<file path="config.mk">
export PLATFORM = sky130hd
export DESIGN_NAME = imm_gen_stage_flat
export DESIGN_NICKNAME = d
export VERILOG_FILES = /design/src/rtl/imm_gen_stage_if.sv /design/src/rtl/imm_gen_stage.sv /design/src/flat_wrapper.sv
export SDC_FILE = /design/constraint.sdc
export NUM_CORES = 1
export LEC_CHECK = 0
export BUFFER_PORTS_ARGS = -buffer_cell sky130_fd_sc_hd__buf_2
export CORE_UTILIZATION = 50
export CTS_BUF_LIST = sky130_fd_sc_hd__clkbuf_4 sky130_fd_sc_hd__clkbuf_8
export DETAILED_ROUTE_END_ITERATION = 10
export GPL_ROUTABILITY_DRIVEN = 0
export GPL_TIMING_DRIVEN = 0
export HOLD_SLACK_MARGIN = 0.02
export PLACE_DENSITY = 0.72
export SLEW_MARGIN = 20
export SYNTH_ARGS = -nofsm -noshare
export SYNTH_HDL_FRONTEND = slang
export SYNTH_SLANG_ARGS = --single-unit
</file>
<file path="constraint.sdc">
create_clock -name clk -period 4.1 [get_ports clk]
set_clock_uncertainty 0.2 [all_clocks]
set_input_delay 0.615 -clock clk [delete_from_list [all_inputs] [get_ports clk]]
set_output_delay 0.615 -clock clk [all_outputs]
set_load 0.02 [all_outputs]
</file>
<file path="src/rtl/imm_gen_stage_if.sv">
// imm_gen_stage_if
// Handshake bundle between the IF/ID side, the immediate-generation stage and
// the ID/EX side.
//   in_valid/in_ready   : upstream offer / stage accept
//   instr_in[31:7]      : instruction bits carrying the immediate fields
//   imm_sel_in[2:0]     : immediate format select
//   pc_in[XLEN-1:0]     : PC of the offered instruction
//   flush               : synchronous kill of every held entry
//   out_valid/out_ready : stage offer / downstream accept
//   imm_out, target_out : extended immediate and pc + imm
//   illegal_imm         : entry carried a reserved or out-of-range select
// The slave modport is the stage's view; master is the surrounding pipeline.
interface imm_gen_stage_if #(
  parameter int XLEN = 32
);
  logic            in_valid;
  logic            in_ready;
  logic [31:7]     instr_in;
  logic [2:0]      imm_sel_in;
  logic [XLEN-1:0] pc_in;
  logic            flush;
  logic            out_valid;
  logic            out_ready;
  logic [XLEN-1:0] imm_out;
  logic [XLEN-1:0] target_out;
  logic            illegal_imm;

  modport master (
    output in_valid, instr_in, imm_sel_in, pc_in, flush, out_ready,
    input  in_ready, out_valid, imm_out, target_out, illegal_imm
  );

  modport slave (
    input  in_valid, instr_in, imm_sel_in, pc_in, flush, out_ready,
    output in_ready, out_valid, imm_out, target_out, illegal_imm
  );
endinterface

</file>
<file path="src/rtl/imm_gen_stage.sv">
// imm_gen_stage
// Registered immediate generator for the decode pipeline. The immediate and
// the PC-relative target are formed combinationally from the offered
// instruction and captured on acceptance, so no output depends
// combinationally on the instruction, select or PC inputs.
// Ports:
//   clk   : clock, rising edge
//   rst_n : asynchronous active-low reset
//   bus   : imm_gen_stage_if.slave (input handshake, output handshake, flush)
// Parameters:
//   XLEN  : 32 or 64
//   SKID  : 1 = registered in_ready with one skid entry,
//           0 = combinational in_ready with a single output register
module imm_gen_stage #(
  parameter int XLEN = 32,
  parameter bit SKID = 1'b1
) (
  input logic            clk,
  input logic            rst_n,
  imm_gen_stage_if.slave bus
);

  typedef struct packed {
    logic [XLEN-1:0] imm;
    logic [XLEN-1:0] target;
    logic            illegal;
  } entry_t;

  localparam logic [2:0] SEL_I  = 3'b000;
  localparam logic [2:0] SEL_S  = 3'b001;
  localparam logic [2:0] SEL_B  = 3'b010;
  localparam logic [2:0] SEL_U  = 3'b011;
  localparam logic [2:0] SEL_J  = 3'b100;
  localparam logic [2:0] SEL_Z  = 3'b101;
  localparam logic [2:0] SEL_SH = 3'b110;

  logic [XLEN-1:0] imm_c;
  logic            illegal_c;
  entry_t          new_entry;

  entry_t main_q;
  entry_t skid_q;
  logic   main_valid;
  logic   skid_valid;
  logic   in_ready_q;

  logic   in_ready_int;
  logic   accept;
  logic   main_free;
  logic   main_valid_n;
  logic   skid_valid_n;
  logic   load_main_in;
  logic   load_main_skid;
  logic   load_skid;

  // Immediate extraction. Sign-extended formats start from a word filled
  // with instr[31] and then overwrite the low bits, which keeps the same
  // code valid for both XLEN values.
  always_comb begin
    imm_c     = '0;
    illegal_c = 1'b0;
    case (bus.imm_sel_in)
      SEL_I: begin
        imm_c       = {XLEN{bus.instr_in[31]}};
        imm_c[10:0] = bus.instr_in[30:20];
      end
      SEL_S: begin
        imm_c       = {XLEN{bus.instr_in[31]}};
        imm_c[10:0] = {bus.instr_in[30:25], bus.instr_in[11:7]};
      end
      SEL_B: begin
        imm_c       = {XLEN{bus.instr_in[31]}};
        imm_c[11:0] = {bus.instr_in[7], bus.instr_in[30:25],
                       bus.instr_in[11:8], 1'b0};
      end
      SEL_U: begin
        imm_c       = {XLEN{bus.instr_in[31]}};
        imm_c[31:0] = {bus.instr_in[31:12], 12'b0};
      end
      SEL_J: begin
        imm_c       = {XLEN{bus.instr_in[31]}};
        imm_c[19:0] = {bus.instr_in[19:12], bus.instr_in[20],
                       bus.instr_in[30:21], 1'b0};
      end
      SEL_Z: begin
        imm_c[4:0] = bus.instr_in[19:15];
      end
      SEL_SH: begin
        // RV32 only has 5-bit shift amounts; a set bit 25 is flagged but
        // the low five bits are still passed on.
        if (XLEN == 64) begin
          imm_c[5:0] = bus.instr_in[25:20];
        end else begin
          imm_c[4:0] = bus.instr_in[24:20];
          illegal_c  = bus.instr_in[25];
        end
      end
      default: begin
        illegal_c = 1'b1;
      end
    endcase
  end

  // Entry presented for capture; the add wraps naturally at XLEN bits.
  always_comb begin
    new_entry         = '0;
    new_entry.imm     = imm_c;
    new_entry.target  = bus.pc_in + imm_c;
    new_entry.illegal = illegal_c;
  end

  // Next-state control for the main and skid registers. Flush wins over
  // everything and also masks the acceptance of an input offered with it.
  // The skid entry is only ever loaded while main is stalled, so whenever
  // main frees up a waiting skid entry takes precedence over new input,
  // which is blocked anyway because in_ready is low while skid is full.
  always_comb begin
    in_ready_int   = SKID ? in_ready_q : (!main_valid || bus.out_ready);
    accept         = bus.in_valid && in_ready_int && !bus.flush;
    main_free      = !main_valid || bus.out_ready;
    main_valid_n   = main_valid;
    skid_valid_n   = skid_valid;
    load_main_in   = 1'b0;
    load_main_skid = 1'b0;
    load_skid      = 1'b0;
    if (bus.flush) begin
      main_valid_n = 1'b0;
      skid_valid_n = 1'b0;
    end else if (main_free) begin
      if (skid_valid) begin
        load_main_skid = 1'b1;
        main_valid_n   = 1'b1;
        skid_valid_n   = 1'b0;
      end else if (accept) begin
        load_main_in = 1'b1;
        main_valid_n = 1'b1;
      end else begin
        main_valid_n = 1'b0;
      end
    end else if (accept && SKID) begin
      load_skid    = 1'b1;
      skid_valid_n = 1'b1;
    end
  end

  // Storage. in_ready_q mirrors "skid empty next cycle" so that the
  // registered in_ready never needs a combinational path from out_ready.
  always_ff @(posedge clk or negedge rst_n) begin
    if (!rst_n) begin
      main_q     <= '0;
      skid_q     <= '0;
      main_valid <= 1'b0;
      skid_valid <= 1'b0;
      in_ready_q <= 1'b1;
    end else begin
      main_valid <= main_valid_n;
      skid_valid <= skid_valid_n;
      in_ready_q <= !skid_valid_n;
      if (load_main_in) begin
        main_q <= new_entry;
      end else if (load_main_skid) begin
        main_q <= skid_q;
      end
      if (load_skid) begin
        skid_q <= new_entry;
      end
    end
  end

  assign bus.in_ready    = in_ready_int;
  assign bus.out_valid   = main_valid;
  assign bus.imm_out     = main_q.imm;
  assign bus.target_out  = main_q.target;
  assign bus.illegal_imm = main_q.illegal;

endmodule

</file>
<file path="src/flat_wrapper.sv">
// flat-port wrapper written by rule: the top's interface ports become plain ports
module imm_gen_stage_flat 
#(
  parameter int XLEN = 32,
  parameter bit SKID = 1'b1
)
  (clk, rst_n, bus_in_valid, bus_instr_in, bus_imm_sel_in, bus_pc_in, bus_flush, bus_out_ready, bus_in_ready, bus_out_valid, bus_imm_out, bus_target_out, bus_illegal_imm);
  imm_gen_stage_if #(.XLEN(XLEN)) bus_i ();
  input logic clk;
  input logic rst_n;
  input wire logic [$bits(bus_i.in_valid)-1:0] bus_in_valid;
  input wire logic [$bits(bus_i.instr_in)-1:0] bus_instr_in;
  input wire logic [$bits(bus_i.imm_sel_in)-1:0] bus_imm_sel_in;
  input wire logic [$bits(bus_i.pc_in)-1:0] bus_pc_in;
  input wire logic [$bits(bus_i.flush)-1:0] bus_flush;
  input wire logic [$bits(bus_i.out_ready)-1:0] bus_out_ready;
  output wire logic [$bits(bus_i.in_ready)-1:0] bus_in_ready;
  output wire logic [$bits(bus_i.out_valid)-1:0] bus_out_valid;
  output wire logic [$bits(bus_i.imm_out)-1:0] bus_imm_out;
  output wire logic [$bits(bus_i.target_out)-1:0] bus_target_out;
  output wire logic [$bits(bus_i.illegal_imm)-1:0] bus_illegal_imm;
  assign bus_i.in_valid = bus_in_valid;
  assign bus_i.instr_in = bus_instr_in;
  assign bus_i.imm_sel_in = bus_imm_sel_in;
  assign bus_i.pc_in = bus_pc_in;
  assign bus_i.flush = bus_flush;
  assign bus_i.out_ready = bus_out_ready;
  assign bus_in_ready = bus_i.in_ready;
  assign bus_out_valid = bus_i.out_valid;
  assign bus_imm_out = bus_i.imm_out;
  assign bus_target_out = bus_i.target_out;
  assign bus_illegal_imm = bus_i.illegal_imm;
  imm_gen_stage #(.XLEN(XLEN), .SKID(SKID)) u_core (.clk(clk), .rst_n(rst_n), .bus(bus_i));
endmodule
</file>
==> results.md <==
* Status: completed
* Met2 GRT Util at 0.431
* Port Buf Inserts at 128
* Leak pwr at 4.49 nW
* Pwr Total at 0.00434 W
* Met3 Use GR at 0.0553
* Hold depth at 2
* Power Density at 472 nW/µm²
* Fin cells at 1281
* R2r startpoint: u_core.bus.out_valid
* CTS root buf: clkbuf_8
* Post-DRT Antenna Nets at 0
* Post-synth EDFFs at 0
* Vias in the first global route at 6654
* Register bit total from synthesis at 133
* Layout net count at 1155
* Mapped Cells at 909
* Post-Syn Nets at 1006
* # clock sinks at 133
* CTS tree: built
* Antenna violations before repair at 0
* Reg2reg path depth at 6
* Cell variety after synth at 69
* First-pass GRT wire length at 36000 µm
* Num CTS Buffers at 17
* Final core occ at 0.603
* RSZ-0062 raised after global routing: false
* Die Width at 127 µm
* Initial core utilization at 0.513
* Maximum clock rate at 0.257 GHz
* Yosys warning total at 0
* Final Setup Violations at 0
* Area Growth Syn to Fin at 17.6%
* CTS clk-pin slew, worst paths at 0.07 ns
* Layout cell share with drive strength beyond 1 at 0.195
* Worst hold path type: reg -> reg
* Crit path DAT at 4.01 ns
* I/O pins at 132
* Reg2Reg Setup Slack at 1.51 ns
* Syn_area_per_cell at 8.61 µm²
* GRT met1 Usage at 0.430
* Area of the multi-input gates at 4060 µm²
* Final worst-path cycle share at 0.947
* Post-CTS setup buffers at 0
* Pin count of the biggest net entering global routing at 78
* DRC Markers at 0
* Slew @ Worst Pin at 0.906 ns
* GRT Total Usage at 0.294
* Drt first pass iters at 5
* Final WL at 22800 µm
* Hold path endpoint: u_core.skid_q[28]
* Vias post-DR at 7319
* Worst path required time at 4.23 ns
* Final hold violations at 0
* Worst skew pair latency at 0.46 ns
* CP Max Fanout at 10
* Total core area at 15300 µm²
* Hold_sp: u_core.skid_q[28]
* Tmin final at 3.88 ns
* Critical path class: in -> reg
* Diode count at 0
* Die area at 16200 µm²
* Congestion Overflow GR at 0
* Std cell rows at 45
* Mapped Area at 7830 µm²
* Placed insts at 1249
* Final Max Slew Viols at 0
* Die height at 127 µm
* # fillers at 1409
* VDD IR max at 0.000337 V
* Startpoint types: input port
* Slew margin rel. at 0.392
* Post-detail-place hpwl at 17500 µm
* CP Capture Type: flop
* DR WL/cell at 17.8 µm
* Busiest grt layer: met2
* Post-synthesis sequential area ratio at 0.425
* Top FF cell, synth: dfrtp_1
* DR iter-0 viols at 613
* Maxcap violations at 0
* Vias per cell at 5.71
* Number of H-tree levels at 4
* Longest Clk Path Bufs at 2
* Post-synth ARST share at 1.00
* FF+latch area at 3330 µm²
* Critical R2R Capture: u_core.bus.imm_out[1]
-- cell type report --
cell class,instances,area share
Buffer,64,0.0339
Clock inverter,11,0.0163
Sequential cell,133,0.362
Tap cell,211,0.0287
Timing Repair Buffer,130,0.0748
Inverter,34,0.0139
Clock buffer,20,0.0292
Multi-Input combinational cell,678,0.441
-- metrics by stage --
stage	TNS [ns]	worst slack (ns)	hold WS, ns	area [µm²]
2_1_floorplan	0	0.414	0.119	7830
3_3_place_gp	-4.48	-0.374	0.261	8730
3_5_place_dp	-6.00	-0.414	0.266	8770
4_1_cts	0	0.0681	0.268	9200
5_1_grt	0	0.0204	0.282	9200
6_report	0	0.216	0.285	9200
-- repair_timing --
| action | in CTS | in global routing |
|---|---|---|
| gates resized for setup | 0 | 6 |
| setup endpoints to repair | 0 | 17 |
| hold buffers | 1 | 0 |
| endpoints found under the hold margin | 75 | 0 |
-- cells by family after synthesis --
logic type	count (synthesis)	synth area share
AO/OA/AOI/OAI	312	0.247
XOR/XNOR	28	0.0313
adder cells (fa/ha/maj)	32	0.0521
buffers and inverters	98	0.0556
flip-flops	133	0.425
multiplexers	7	0.0101
AND/OR/NAND/NOR	299	0.178
-- worst max path at each step --
stage / slack [ns] / endpoint / start / cells after the start
floorplan: 0.41 / u_core.bus.target_out[19] / bus_imm_sel_in[2] / 15
global placement: -0.37 / u_core.bus.target_out[30] / bus_imm_sel_in[1] / 16
detailed placement: -0.41 / u_core.bus.target_out[30] / bus_imm_sel_in[1] / 16
CTS: 0.07 / u_core.bus.target_out[30] / bus_imm_sel_in[1] / 16
global route: 0.02 / u_core.skid_q[31] / bus_imm_sel_in[1] / 17
finish: 0.22 / u_core.bus.target_out[30] / bus_imm_sel_in[1] / 17
-- cells in the mapped netlist, types with 11 or more instances --
cell type / count / area, µm²
a211oi_1: 11 / 82.6
a22oi_1: 31 / 233
a21o_1: 15 / 113
ha_1: 31 / 388
o21ai_0: 77 / 385
nor2_1: 50 / 188
nand2_1: 157 / 589
inv_1: 34 / 128
clkbuf_1: 44 / 165
a21oi_1: 102 / 510
a31oi_1: 16 / 100
xnor2_1: 15 / 131
and2_1: 13 / 81.3
xor2_1: 13 / 114
dfrtp_1: 132 / 3300
and3_1: 31 / 194
-- registers in the layout (all words and copies together) (netlist names) --
signal                  cells
u_core.bus.imm_out         32
u_core.bus.illegal_imm      1
u_core.bus.out_valid        1
u_core.bus.in_ready         1
u_core.bus.target_out      32
u_core.skid_valid           1
u_core.skid_q              65
-- report_power, final --
part           internal [W]  leakage, nW  switching [W]
Sequential          0.00163         1.63       0.000179
Clock              0.000640        0.209       0.000531
Combinational      0.000518         2.64       0.000839
Total               0.00279         4.49        0.00155
-- per-layer routing --
layer	up-vias	part of all wire	wire [µm]
li1	3501	-	-
met1	3476	0.47	10700
met2	311	0.43	9890
met3	31	0.072	1630
met4	0	0.025	563
met5	-	0	0
-- critical path, stage by stage --
cell and delay [ns]:
clkbuf_1 0.25, and2_1 0.17, clkbuf_1 0.33, nor2b_1 0.23
buf_2 0.24, a21oi_1 0.15, inv_1 0.15, ha_1 0.24
buf_2 0.17, a21oi_1 0.21, o21bai_1 0.11, a2111oi_0 0.40
o41ai_1 0.19, a31oi_1 0.16, nand2_1 0.08, xnor2_1 0.22
a21oi_1 0.09
-- cell usage in the layout (no fill, tap or decap), types with 6 or more instances in the layout --
cell	Yosys	layout
nand3_1	10	10
nor2b_1	8	8
a21o_1	15	15
o21ai_1	10	11
clkbuf_1	44	42
ha_1	31	31
a211oi_1	11	11
and3_1	31	31
a31oi_1	16	16
nor2_1	50	50
dfrtp_1	132	132
mux2_2	7	7
buf_2	7	134
a22oi_1	31	31
and2_1	13	13
nand2_1	157	157
inv_1	34	34
a21oi_1	102	102
o21ai_0	77	76
xor2_1	13	13
xnor2_1	15	15
clkbuf_8	1	20
nand2b_1	6	6
(Power assumes the default switching activity.)
